## src/rtl/mac_dot_engine.sv

```systemverilog
// Multiply-accumulate dot-product engine over two coefficient banks, valid/ready result port.
// Define MAC_SAT_EN for saturating adds with a sticky overflow flag; otherwise adds wrap.
module mac_dot_engine #(
   parameter int unsigned DATA_W = 8,
   parameter int unsigned DEPTH  = 16,
   parameter int unsigned ADDR_W = 4,
   parameter int unsigned ACC_W  = 20,
   parameter int unsigned SIGNED = 0
) (
   input  logic              clk_i,
   input  logic              reset_i,
   input  logic              wr_en_i,
   input  logic              wr_sel_i,
   input  logic [ADDR_W-1:0] wr_addr_i,
   input  logic [DATA_W-1:0] wr_data_i,
   input  logic              start_i,
   input  logic [ADDR_W:0]   len_i,
   output logic              busy_o,
   output logic              res_valid_o,
   input  logic              res_ready_i,
   output logic [ACC_W-1:0]  res_data_o,
   output logic              overflow_o
);

   typedef enum logic [1:0] {StIdle, StRun, StDrain, StDone} state_e;

   localparam logic [ADDR_W:0] DepthLen = (ADDR_W+1)'(DEPTH);
   localparam logic            SignedOp = (SIGNED != 0);

   logic [DATA_W-1:0] mem_a [DEPTH];
   logic [DATA_W-1:0] mem_b [DEPTH];

   state_e              state_q, state_d;
   logic [ADDR_W-1:0]   idx_q, idx_d;
   logic [ADDR_W:0]     len_q, len_d;
   logic [DATA_W-1:0]   a_q, a_d, b_q, b_d;
   logic                pv_q, pv_d;
   logic [ACC_W-1:0]    acc_q, acc_d, res_q, res_d;
   logic                ovf_q, ovf_d;

   logic [2*DATA_W-1:0] a_x, b_x, prod;
   logic [ACC_W-1:0]    prod_x, add_res;
   logic                add_ovf;

   // Banks are unreset and always writable; reads see pre-write data.
   always_ff @(posedge clk_i) begin
      if (wr_en_i) begin
         if (wr_sel_i) mem_b[wr_addr_i] <= wr_data_i;
         else          mem_a[wr_addr_i] <= wr_data_i;
      end
   end

   assign a_x    = {{DATA_W{SignedOp & a_q[DATA_W-1]}}, a_q};
   assign b_x    = {{DATA_W{SignedOp & b_q[DATA_W-1]}}, b_q};
   assign prod   = a_x * b_x;
   assign prod_x = SignedOp ? ACC_W'($signed(prod)) : ACC_W'(prod);

`ifdef MAC_SAT_EN
   logic [ACC_W:0] sum;
   assign sum = {SignedOp & acc_q[ACC_W-1], acc_q} + {SignedOp & prod_x[ACC_W-1], prod_x};

   always_comb begin
      add_ovf = SignedOp ? (sum[ACC_W] ^ sum[ACC_W-1]) : sum[ACC_W];
      add_res = sum[ACC_W-1:0];
      if (add_ovf) begin
         // Signed clamp direction follows the true sign held in the extra bit.
         add_res = SignedOp ? {sum[ACC_W], {(ACC_W-1){~sum[ACC_W]}}} : '1;
      end
   end
`else
   assign add_res = acc_q + prod_x;
   assign add_ovf = 1'b0;
`endif

   always_comb begin
      state_d = state_q;
      idx_d   = idx_q;
      len_d   = len_q;
      a_d     = a_q;
      b_d     = b_q;
      pv_d    = pv_q;
      acc_d   = acc_q;
      res_d   = res_q;
      ovf_d   = ovf_q;
      unique case (state_q)
         StIdle: begin
            if (start_i) begin
               len_d = (len_i > DepthLen) ? DepthLen : len_i;
               acc_d = '0;
               ovf_d = 1'b0;
               idx_d = '0;
               pv_d  = 1'b0;
               if (len_i == '0) begin
                  res_d   = '0;
                  state_d = StDone;
               end else begin
                  state_d = StRun;
               end
            end
         end
         StRun: begin
            a_d   = mem_a[idx_q];
            b_d   = mem_b[idx_q];
            pv_d  = 1'b1;
            idx_d = idx_q + 1'b1;
            if (pv_q) begin
               acc_d = add_res;
               ovf_d = ovf_q | add_ovf;
            end
            if ({1'b0, idx_q} == len_q - 1'b1) state_d = StDrain;
         end
         StDrain: begin
            acc_d   = add_res;
            res_d   = add_res;
            ovf_d   = ovf_q | add_ovf;
            state_d = StDone;
         end
         StDone: begin
            if (res_ready_i) state_d = StIdle;
         end
         default: state_d = StIdle;
      endcase
   end

   always_ff @(posedge clk_i) begin
      if (reset_i) begin
         state_q <= StIdle;
         idx_q   <= '0;
         len_q   <= '0;
         a_q     <= '0;
         b_q     <= '0;
         pv_q    <= 1'b0;
         acc_q   <= '0;
         res_q   <= '0;
         ovf_q   <= 1'b0;
      end else begin
         state_q <= state_d;
         idx_q   <= idx_d;
         len_q   <= len_d;
         a_q     <= a_d;
         b_q     <= b_d;
         pv_q    <= pv_d;
         acc_q   <= acc_d;
         res_q   <= res_d;
         ovf_q   <= ovf_d;
      end
   end

   assign busy_o      = (state_q != StIdle);
   assign res_valid_o = (state_q == StDone);
   assign res_data_o  = res_q;
   assign overflow_o  = ovf_q;

endmodule
```

## config.mk

```make
export PLATFORM = sky130hd
export DESIGN_NAME = mac_dot_engine
export DESIGN_NICKNAME = d
export VERILOG_FILES = /design/src/rtl/mac_dot_engine.sv
export SDC_FILE = /design/constraint.sdc
export NUM_CORES = 1
export LEC_CHECK = 0
export BUFFER_PORTS_ARGS = -buffer_cell sky130_fd_sc_hd__buf_2
export CORE_UTILIZATION = 60
export DETAILED_ROUTE_END_ITERATION = 8
export PLACE_DENSITY = 0.77
export SLEW_MARGIN = 5
export SYNTH_ARGS = -nofsm -noshare
export SYNTH_HDL_FRONTEND = slang
export SYNTH_SLANG_ARGS = --single-unit
```

## constraint.sdc

```tcl
create_clock -name clk_i -period 4.7 [get_ports clk_i]
set_input_delay 0.94 -clock clk_i [delete_from_list [all_inputs] [get_ports clk_i]]
set_output_delay 0.94 -clock clk_i [all_outputs]
set_load 0.005 [all_outputs]
```

# == After elaboration in Yosys (flattened, before gate mapping) ==
# Memory sizes are Yosys's and may differ from the RTL's. A register that Yosys moved wholly into a read port is not among the register bits.
# Index checks and enable logic that the tools add are counted.
# word_totals
mem_bits_rw,256
output_inout_bits,23
register_bits,52
memories,2
elab_cells,55
input_bits,23
# mem_list
memory,depth,word_bits,rd,rd_ports_with_merged_regs,write_ports,line_no,rtl
mem_a,16,8,1,1,1,30,logic [DATA_W-1:0] mem_a [DEPTH];
mem_b,16,8,1,1,1,31,logic [DATA_W-1:0] mem_b [DEPTH];
# op_classes
n_reduce_logical,11
n_eq_ne,9
n_mux,22
magnitude_cmp,1
multipliers,1
n_addsub,3
# op_table
operator,n
20-bit two-way mux,4
20-bit one-hot mux with 3 select lines,1
20-bit one-hot mux with 2 select lines,1
20-bit by 16-bit adder with 20-bit output,1
8-bit by 8-bit multiplier with 16-bit output,1
3-bit AND reduction,3
2-bit two-way mux,4
"2-bit inequality test, second input constant",4
2-bit one-hot mux with 4 select lines,1
4-bit one-hot mux with 2 select lines,1
1-bit two-way mux,7
2-bit nonzero test,3
4-bit by 5-bit equality test with 1-bit output,1
"5-bit > comparator, second input constant",1
5-bit zero test,1
5-bit two-way mux,1
"5-bit by 1-bit subtractor with 5-bit output, second input constant",1
"4-bit by 1-bit adder with 4-bit output, second input constant",1
"2-bit equality test, second input constant",2
4-bit two-way mux,1
2-bit AND reduction,2
3-bit nonzero test,1
"2-bit by 1-bit equality test with 1-bit output, second input constant",1
2-bit zero test,1
2 further kinds,2

# == Depth between registers and ports, before layout ==
# logic_depth
ltp_word,4
ltp_mapped,17
mapped_depth_nobuf,16

# == Least setup slack after synthesis ==
# OpenSTA, ideal clock, no wires.
# synth_path
kind,reg-to-reg
startpoint,"reg b_q[0], read port of mem_b"
endpoint,reg acc_q[18]
stages_incl_launch_ff,17
n_path_buf,1
required_ps,4626
setup_slack_ps,440
arrival_ps,4186
setup_time_ps,74
period_less_slack_ps,4260
cell_sequence,dfxtp_1 -> clkbuf_1 -> nand2_1 -> fa_1 -> inv_1 -> fa_1 -> fa_1 -> inv_1 -> fa_1 -> inv_1 -> ha_1 -> a21oi_1 -> o21ai_0 -> a21oi_1 -> o221ai_1 -> or2_2 -> a31oi_1
# synth_between
elab_chain_len,4
# synth_rtl
item,line_no,rtl
start: declaration,36,"logic [DATA_W-1:0] a_q, a_d, b_q, b_d;"
8-bit by 8-bit multiplier with 16-bit output *,55,assign prod = a_x * b_x;
20-bit by 16-bit adder with 20-bit output *,71,assign add_res = acc_q + prod_x;
20-bit two-way mux,106,if (pv_q) begin
20-bit one-hot mux with 3 select lines *,85,unique case (state_q)
end signal: assignment,133,acc_q <= '0;
end signal: assignment,143,acc_q <= acc_d;
end: declaration,38,"logic [ACC_W-1:0] acc_q, acc_d, res_q, res_d;"
# Every way passes the cells marked *; elsewhere a longest branch is shown, timed or not. The select of a mux whose other input is x is not followed.
# A chain may end at the register's enable or synchronous reset.

# == Worst setup path in the final report ==
# Same ends and word-level chain as after synthesis.

==> results.json <==
{
  "cts_buffers": 34,
  "tightest_slew_ns": 0.971,
  "report.final.slew_viol_count": 0,
  "setup_viol": 0,
  "period_needed_ns": 4.44,
  "r2r_start": "b_q[0]",
  "area_delta_synth_final_pct": 10.5,
  "crit_fanout": 9,
  "syn_area_sq_um": 15300,
  "grt_remaining_overflow": 0,
  "fmax_mhz": 225,
  "rows": 58,
  "antenna_cells": 0,
  "groute.usage.overall": 0.247,
  "insertion_delay_ns": 0.53,
  "cts_tree": "yes",
  "synth-async-reset-ratio": 0,
  "dr.pass1.iters": 5,
  "power_density_nw_per_um2": 401,
  "clk_pin_slew_ns": 0.06,
  "power_leakage_nw": 6.17,
  "io_buffers": 44,
  "dp_cells": 1388,
  "hpwl_mm": 19.8,
  "seq_area_frac_synth": 0.590,
  "status": "completed",
  "placed_cell_area_sq_um": 15800,
  "vdd_drop_max_mv": 0.544,
  "hp-start": "res_data_o[5]",
  "rsz0062_at_grt": "no",
  "fin_setup_tns_ns": 0,
  "grt_max_degree": 39,
  "hp-class": "register to register",
  "die_h_um": 162,
  "routabilityCongestion": 0.873,
  "layout-drive-gt1-share": 0.173,
  "syn_avg_cell_area_sq_um": 14.5,
  "layout_commonest_cell": "edfxtp_1",
  "ys_types": 58,
  "synth_nets": 1176,
  "synth_ff_type": "edfxtp_1",
  "final_cell_mix": "edfxtp_1, inv_1, nor2_1",
  "totalWireLength_mm": 30.4,
  "vias_per_cell": 5.89,
  "crit_required_ns": 5.15,
  "slew_headroom": 0.350,
  "drc": 0,
  "min_period_over_period": 0.944,
  "crit_start": "b_q[0]",
  "cts_root_buf": "clkbuf_16",
  "grt_pass1_wl_mm": 48.2,
  "antenna_left": 0,
  "postSynthCellCount": 1056,
  "synth_edf_count": 256,
  "antenna_found_initial": 0,
  "clock_sinks": 324,
  "worstSetupPathType": "register to register",
  "drv_cap": 0,
  "io_pins": 46,
  "cp-end-kind": "register",
  "initial_core_util": 0.611,
  "finalHoldViolCount": 0,
  "postCtsSetupBuffers": 0,
  "ys_warn_count": 0,
  "nNetsFinal": 1214,
  "yosys_register_bits": 324,
  "drtIter0Drc": 764,
  "cts_buffer_depth": 3,
  "crit_path_start_kind": "register",
  "htree_levels": 2,
  "arrival_ns": 4.88,
  "die_w_um": 162,
  "final_cells": 1446,
  "first_global_vias": 8688,
  "fin_skew_ns": 0.0202,
  "wire_per_inst_um": 21.0,
  "core_area_sq_um": 25100,
  "vias": 8513,
  "die_area_sq_um": 26200,
  "postLayoutCellArea_sq_um": 16900
}
==> final timing paths <==
| path | slack, ns | to | depth (start not counted) |
|---|---|---|---|
| worst max-delay path | 0.26 | acc_q[18] | 15 |
| worst min-delay path | 0.45 | res_data_o[5] | 2 |
| worst max register to register | 0.26 | acc_q[18] | 15 |
| worst min register to register | 0.45 | res_data_o[5] | 2 |
==> through the flow <==
step	setup slack, ns	hold slack [ns]	total power (W)	util
2_1_floorplan	0.440	0.425	0.00396	-
3_3_place_gp	0.115	0.429	0.00417	0.630
3_5_place_dp	0.0639	0.444	0.00419	0.630
4_1_cts	0.0556	0.452	0.00684	0.674
5_1_grt	0.000526	0.485	0.00705	0.675
6_report	0.262	0.448	0.00680	0.675
==> cells in the mapped netlist, types with 6 or more instances <==
cell type	number	area [sq um]
edfxtp_1	256	7690
inv_1	106	398
nor2_1	78	293
mux4_2	77	1730
nand2_1	74	278
dfxtp_1	68	1360
fa_1	50	1000
ha_1	47	588
a21oi_1	38	190
and2_1	33	206
clkbuf_1	30	113
nand3_1	29	145
o21ai_0	20	100
mux2i_1	19	190
xnor2_1	13	114
a22oi_1	12	90.1
buf_2	10	50.1
a22o_1	8	70.1
nor2b_1	8	50.1
a21o_1	6	45.0
nand2b_1	6	37.5
==> final cells by class <==
cell class	instances	area (sq um)
clock buffers	46	957
clock inverters	12	159
multi-input cells	577	5660
well taps	330	413
fillers	1700	8160
flip-flops and latches	324	9060
inverters	106	398
repair buffers	51	298
==> state kept, by name, indices dropped and copies added (netlist names) <==
signal and cells:
len_q 5, pv_q 1, res_data_o 20, mem_a 128, state_q 2, acc_q 20
mem_b 128, a_q 8, idx_q 4, b_q 8
==> per-layer routing <==
layer  track usage  share of wire  vias to the layer above
met5             0              0                        -
met4        0.0720          0.024                        0
met3        0.0406          0.055                       56
met2         0.415           0.50                      254
met1         0.336           0.42                     4284
li1              -              -                     3919
==> worst max-delay path: stages, from the launching register on <==
cell,delay (ns)
dfxtp_1,0.48
nand2_1,0.12
fa_1,0.52
inv_1,0.06
fa_1,0.48
fa_1,0.54
inv_1,0.05
fa_1,0.47
inv_1,0.04
ha_1,0.33
a21oi_1,0.20
o21ai_0,0.11
a21oi_2,0.23
o221ai_1,0.24
or2_2,0.34
a31oi_1,0.16
==> what timing repair did <==
action	4_1_cts	5_1_grt
setup endpoints to repair	0	11
resized for setup	0	7
hold buffers	0	0
==> cells by family after synthesis <==
family                   count (synthesis)  share of synthesized area
AND/OR/NAND/NOR                        252                     0.0765
XOR/XNOR                                19                     0.0117
AO/OA/AOI/OAI                          106                     0.0437
adder cells (fa/ha/maj)                 97                      0.104
flip-flops                             324                      0.590
other                                    1                   0.000244
multiplexers                           102                      0.133
buffers and inverters                  155                     0.0417
==> power breakdown <==
part | leakage [nW] | switching (W) | internal [W]
clock network | 0.534 | 0.00110 | 0.00156
logic | 2.78 | 0.000480 | 0.000377
registers | 2.86 | 0.000119 | 0.00316
(Power assumes the default switching activity.)
